### src/rtl/cios_word_sequencer.sv
// Sequencer for one outer CIOS iteration: walks the operand words through a single-word
// MAC cell, keeps the accumulator T, and folds the final carry into the top two words.
module cios_word_sequencer #(
    parameter int width  = 32,
    parameter int NWORDS = 4
) (
    input  logic                         clk,
    input  logic                         rst,
    input  logic                         start,
    input  logic                         clear,
    input  logic [width-1:0]             b_i,
    input  logic [NWORDS*width-1:0]      a_flat,
    output logic                         busy,
    output logic                         done,
    output logic [(NWORDS+2)*width-1:0]  t_flat,
    output logic                         mac_start,
    output logic [width-1:0]             mac_a,
    output logic [width-1:0]             mac_b,
    output logic [width-1:0]             mac_sin,
    output logic [width-1:0]             mac_cin,
    input  logic [width-1:0]             mac_sout,
    input  logic [width-1:0]             mac_cout,
    input  logic                         mac_done
);

    localparam int JW = (NWORDS > 1) ? $clog2(NWORDS) : 1;

    typedef enum logic [2:0] {
        ST_IDLE  = 3'd0,
        ST_ISSUE = 3'd1,
        ST_WAIT  = 3'd2,
        ST_FINAL = 3'd3,
        ST_DONE  = 3'd4
    } state_t;

    state_t            state_r;
    logic [JW-1:0]     j_r;
    logic [width-1:0]  c_r;
    logic [width-1:0]  b_r;
    logic [width-1:0]  a_r [NWORDS];
    logic [width-1:0]  t_r [NWORDS+2];
    logic              busy_r;
    logic              done_r;
    logic              mac_start_r;
    logic [width:0]    fold_s;

    // Final carry fold is a width+1 bit add so the carry-out lands in T[NWORDS+1].
    assign fold_s = {1'b0, t_r[NWORDS]} + {1'b0, c_r};

    assign busy      = busy_r;
    assign done      = done_r;
    assign mac_start = mac_start_r;
    assign mac_a     = a_r[j_r];
    assign mac_b     = b_r;
    assign mac_sin   = t_r[j_r];
    assign mac_cin   = c_r;

    for (genvar k = 0; k < NWORDS + 2; k++) begin : g_t
        assign t_flat[k*width +: width] = t_r[k];
    end

    // Iteration FSM with accumulator, carry, operand latches and registered handshake outputs.
    always_ff @(posedge clk) begin
        if (rst) begin
            state_r     <= ST_IDLE;
            j_r         <= '0;
            c_r         <= '0;
            b_r         <= '0;
            busy_r      <= 1'b0;
            done_r      <= 1'b0;
            mac_start_r <= 1'b0;
            for (int k = 0; k < NWORDS; k++) a_r[k] <= '0;
            for (int k = 0; k < NWORDS + 2; k++) t_r[k] <= '0;
        end else begin
            case (state_r)
                ST_IDLE: begin
                    done_r <= 1'b0;
                    if (clear) begin
                        for (int k = 0; k < NWORDS + 2; k++) t_r[k] <= '0;
                    end else if (start) begin
                        for (int k = 0; k < NWORDS; k++) a_r[k] <= a_flat[k*width +: width];
                        b_r         <= b_i;
                        j_r         <= '0;
                        c_r         <= '0;
                        busy_r      <= 1'b1;
                        mac_start_r <= 1'b1;
                        state_r     <= ST_ISSUE;
                    end
                end
                ST_ISSUE: begin
                    mac_start_r <= 1'b0;
                    state_r     <= ST_WAIT;
                end
                ST_WAIT: begin
                    if (mac_done) begin
                        t_r[j_r] <= mac_sout;
                        c_r      <= mac_cout;
                        if (j_r == JW'(NWORDS - 1)) begin
                            state_r <= ST_FINAL;
                        end else begin
                            j_r         <= j_r + JW'(1);
                            mac_start_r <= 1'b1;
                            state_r     <= ST_ISSUE;
                        end
                    end
                end
                ST_FINAL: begin
                    t_r[NWORDS]   <= fold_s[width-1:0];
                    t_r[NWORDS+1] <= {{(width-1){1'b0}}, fold_s[width]};
                    done_r        <= 1'b1;
                    state_r       <= ST_DONE;
                end
                ST_DONE: begin
                    done_r  <= 1'b0;
                    busy_r  <= 1'b0;
                    state_r <= ST_IDLE;
                end
                default: begin
                    busy_r      <= 1'b0;
                    done_r      <= 1'b0;
                    mac_start_r <= 1'b0;
                    state_r     <= ST_IDLE;
                end
            endcase
        end
    end

endmodule

### config.mk
export PLATFORM = sky130hd
export DESIGN_NAME = cios_word_sequencer
export DESIGN_NICKNAME = d
export VERILOG_FILES = /design/src/rtl/cios_word_sequencer.sv
export SDC_FILE = /design/constraint.sdc
export NUM_CORES = 1
export LEC_CHECK = 0
export CORE_MARGIN = 5
export CORE_UTILIZATION = 40
export CTS_CLUSTER_DIAMETER = 200
export CTS_CLUSTER_SIZE = 28
export DETAILED_ROUTE_END_ITERATION = 7
export PLACE_DENSITY = 0.85
export SLEW_MARGIN = 20
export SYNTH_ARGS = -nofsm -noshare
export SYNTH_HDL_FRONTEND = slang
export SYNTH_SLANG_ARGS = --single-unit
export TNS_END_PERCENT = 100
### constraint.sdc
create_clock -name clk -period 4.6 [get_ports clk]
set_clock_uncertainty 0.2 [all_clocks]
set_input_delay 0.46 -clock clk [delete_from_list [all_inputs] [get_ports clk]]
set_output_delay 0.46 -clock clk [all_outputs]
set_load 0.1 [all_outputs]
==> impl_results.md <==
* Outcome: complete, no violations
* Min cycle time layout at 3.79 ns
* Critical path buffer and inverter count at 1
* Reg2reg start: mac_cin[0]
* Initial DRT Pass Iterations at 6
* RSZ-0062 raised after global routing: false
* Yosys warns at 0
* EDFF count, synth at 289
* Largest net degree at the start of global routing at 129
* Fmax at 264 MHz
* Syn avg cell area at 12.7 µm²
* Wire per inst at 22.6 µm
* Rel. slew slack at 22.9%
* Leak Pwr at 8.82 nW
* Most frequent cells in the layout: clkdlybuf4s50_1 (514), edfxtp_1 (289), and3_1 (135), nand2_1 (134), and2_1 (133)
* Worst path slowest cell: clkdlybuf4s50_1
* Commonest non-fill, non-tap cell in the layout: clkdlybuf4s50_1
* Count of input and output buffers at 520
* Fraction of layout cells with a size suffix above 1 at 7.33%
* IO Pins at 552
* DR iter-0 viols at 1086
* Core Region at 41900 µm²
* CTS Buf Count at 16
* Final Setup Violations at 0
* Vert. Die Dim at 216 µm
* R2R depth at 10
* Crit path DAT at 3.13 ns
* PostCTS Resize Cnt at 0
* Clock transition at the registers of the reported paths at 0.11 ns
* Worst path cell trace: mux4_2, clkdlybuf4s50_1
* # clock sinks at 363
* Share of Yosys cell area claimed by the top area cell type at 51.3%
* Cell area after synthesis at 16900 µm²
* Hold Slack at 0.259 ns
* Period utilisation layout at 82.3%
* Count of max-cap constraint violations at 0
* Final Max Tran Viols at 0
* Part of the power in combinational logic at 26.8%
* Antenna violations before repair at 11
* Final Hold Viols at 0
* DRT antenna net count at 0
* Register area share after synthesis at 60.0%
* Critical Path End Type: output pin
* Number of global-route vias before repair at 12800
* Critical Path Stages at 2
* Clock share of power at 22.1%
* Setup crit end: mac_sin[8]
* Sw frac at 34.4%
* Setup TNS at 0 ns
* Post-detail-place hpwl at 39500 µm
* R2r endpoint: t_r[4][30]
* Net Sw Power at 0.00259 W
* Post-CTS Setup Inserts at 0
* CP peak stage delay at 1.16 ns
* Top delay family on crit path: buffers and inverters
* Worst Path Max Fanout at 64
* Yosys cell types at 65
* Critical path class: flop to output pin
* Vias per Instance at 5.40
* CTS Hold Bufs at 0
* Synth top area cells: edfxtp_1 (51%), dfxtp_1 (8.8%), mux4_2 (8.5%), and3_1 (5.0%), and2_1 (4.9%)
* Final GP Congestion at 0.930
* Int Pwr at 0.00493 W
* Die W at 216 µm
* Die Footprint at 46500 µm²
* Gr usage total at 21.6%
* Net count, final at 2063
* Std cell rows at 75
* Fill cells at 3371
* Congestion Overflow GR at 0
* Worst Path Required at 3.94 ns
* Clock Latency Late Sink at 0.53 ns
* Leading area contributor after synthesis: edfxtp_1
* Vias at 12700
* Synth Register Bits at 363
* Startpoint types: flop
* Total power draw at 0.00752 W
* Global-route wire length before repair at 78500 µm
* Worst Tran Pin Value at 1.15 ns
* Worst Hold Class: flop to flop
* H-tree depth at 1
* Peak VDD IR at 0.000197 V
* Final wirelength at 53000 µm
* Clock root buffer: clkbuf_16
* Seq pwr share at 51.1%
* Synth-to-Final Area Change at 35.8%
* Reg2Reg Setup Slack at 1.48 ns
* Pwr/cell area at 327 nW/µm²
* Fraction of registers with async set/reset at 0%
* Post-synth top flop: edfxtp_1
* Syn Inst Count at 1337
* Initial Utilization at 40.4%
* Remaining DRCs at 0
* CTS tree: built
* Longest Clk Path Bufs at 3
-- flip-flops by register name (all words and copies together) (netlist names), named ones only --
register / count
mac_cin: 32
a_r: 128
mac_b: 32
busy: 1
done: 1
j_r: 2
mac_start: 1
t_r: 161
state_r: 3
-- area by class of cell --
cell class	count	area [µm²]	share of cell area, %
well taps	539	674	2.93
diodes	8	20.0	0.0871
multi-input cells	864	6270	27.3
repair buffers	538	5360	23.3
inverters	14	52.6	0.229
flip-flops and latches	363	10200	44.2
clock buffers	22	444	1.93
-- kinds of logic after synthesis --
logic type	synth area share, %
and+or+nand+nor	16.9
DFF	60.0
AOI/OAI and AO/OA	6.58
buffers and inverters	3.90
muxes	8.75
adders and majority gates	2.78
xor gates and xnor gates	1.09
other	0.0222
-- worst min-delay path by stage --
stage / start / endpoint / slack [ns] / cells past startpoint
floorplan: j_r[1] / flop / 0.28 / 2
global placement: mac_b[29] / mac_b[29] / 0.24 / 2
detailed placement: mac_b[18] / mac_b[18] / 0.25 / 2
CTS: rst / state_r[0] / 0.22 / 2
global route: b_i[22] / mac_b[22] / 0.25 / 3
finish: mac_b[25] / mac_b[25] / 0.26 / 2
-- power groups by stage --
stage               combinational [W]  sequential, W  clock, W
floorplan                    0.000705        0.00462         0
global placement              0.00200        0.00391         0
detailed placement            0.00202        0.00392         0
CTS                           0.00202        0.00384   0.00171
global route                  0.00207        0.00386   0.00182
finish                        0.00202        0.00384   0.00166
-- routing by layer --
| metal | vias to the layer above | track usage [%] | part of all wire, % |
|---|---|---|---|
| met3 | 92 | 5.40 | 9.4 |
| met1 | 6150 | 25.8 | 36 |
| li1 | 5757 | - | - |
| met2 | 675 | 38.1 | 51 |
| met4 | 6 | 7.66 | 3.5 |
| met5 | - | 0 | 0.089 |
-- synth_stat cells, types with 2 or more instances --
master	count
edfxtp_1	289
nand2_1	139
and3_1	135
and2_1	133
a21oi_1	98
clkbuf_1	78
dfxtp_1	74
mux4_2	64
nand3_1	37
nor2_1	37
ha_1	36
buf_4	31
a21o_1	18
buf_2	15
inv_1	12
xnor2_1	12
o21ai_0	11
nand2b_1	9
xor2_1	9
nor3_1	8
o21ai_1	8
a211oi_1	7
nand4_1	5
mux2i_1	4
o21a_1	4
or2_2	4
or3_1	4
a31oi_1	3
nand3b_1	3
nor2b_1	3
nor3b_1	3
o21bai_1	3
o22ai_1	3
a221o_1	2
a41o_1	2
buf_1	2
inv_2	2
o2111ai_1	2
o211ai_1	2
-- tightest hold or removal path, delay by kind of cell (launching register included) --
kind | cells | cell delay [ns]
AND/OR/NAND/NOR | 1 | 0.05
AO/OA/AOI/OAI | 1 | 0.05
flip-flops | 1 | 0.32
-- metrics by stage --
step           area (µm²)  setup slack (ns)  std cells  utilization (%)
6_report            23000             0.812       2348             54.8
5_1_grt             23000             0.651       2348             54.8
4_1_cts             23000             0.750       2340             54.8
3_5_place_dp        22500              1.36       2318             53.7
3_3_place_gp        22500              1.41       2318             53.7
2_1_floorplan       17000            0.0114       1367                -
(Power assumes the default switching activity.)
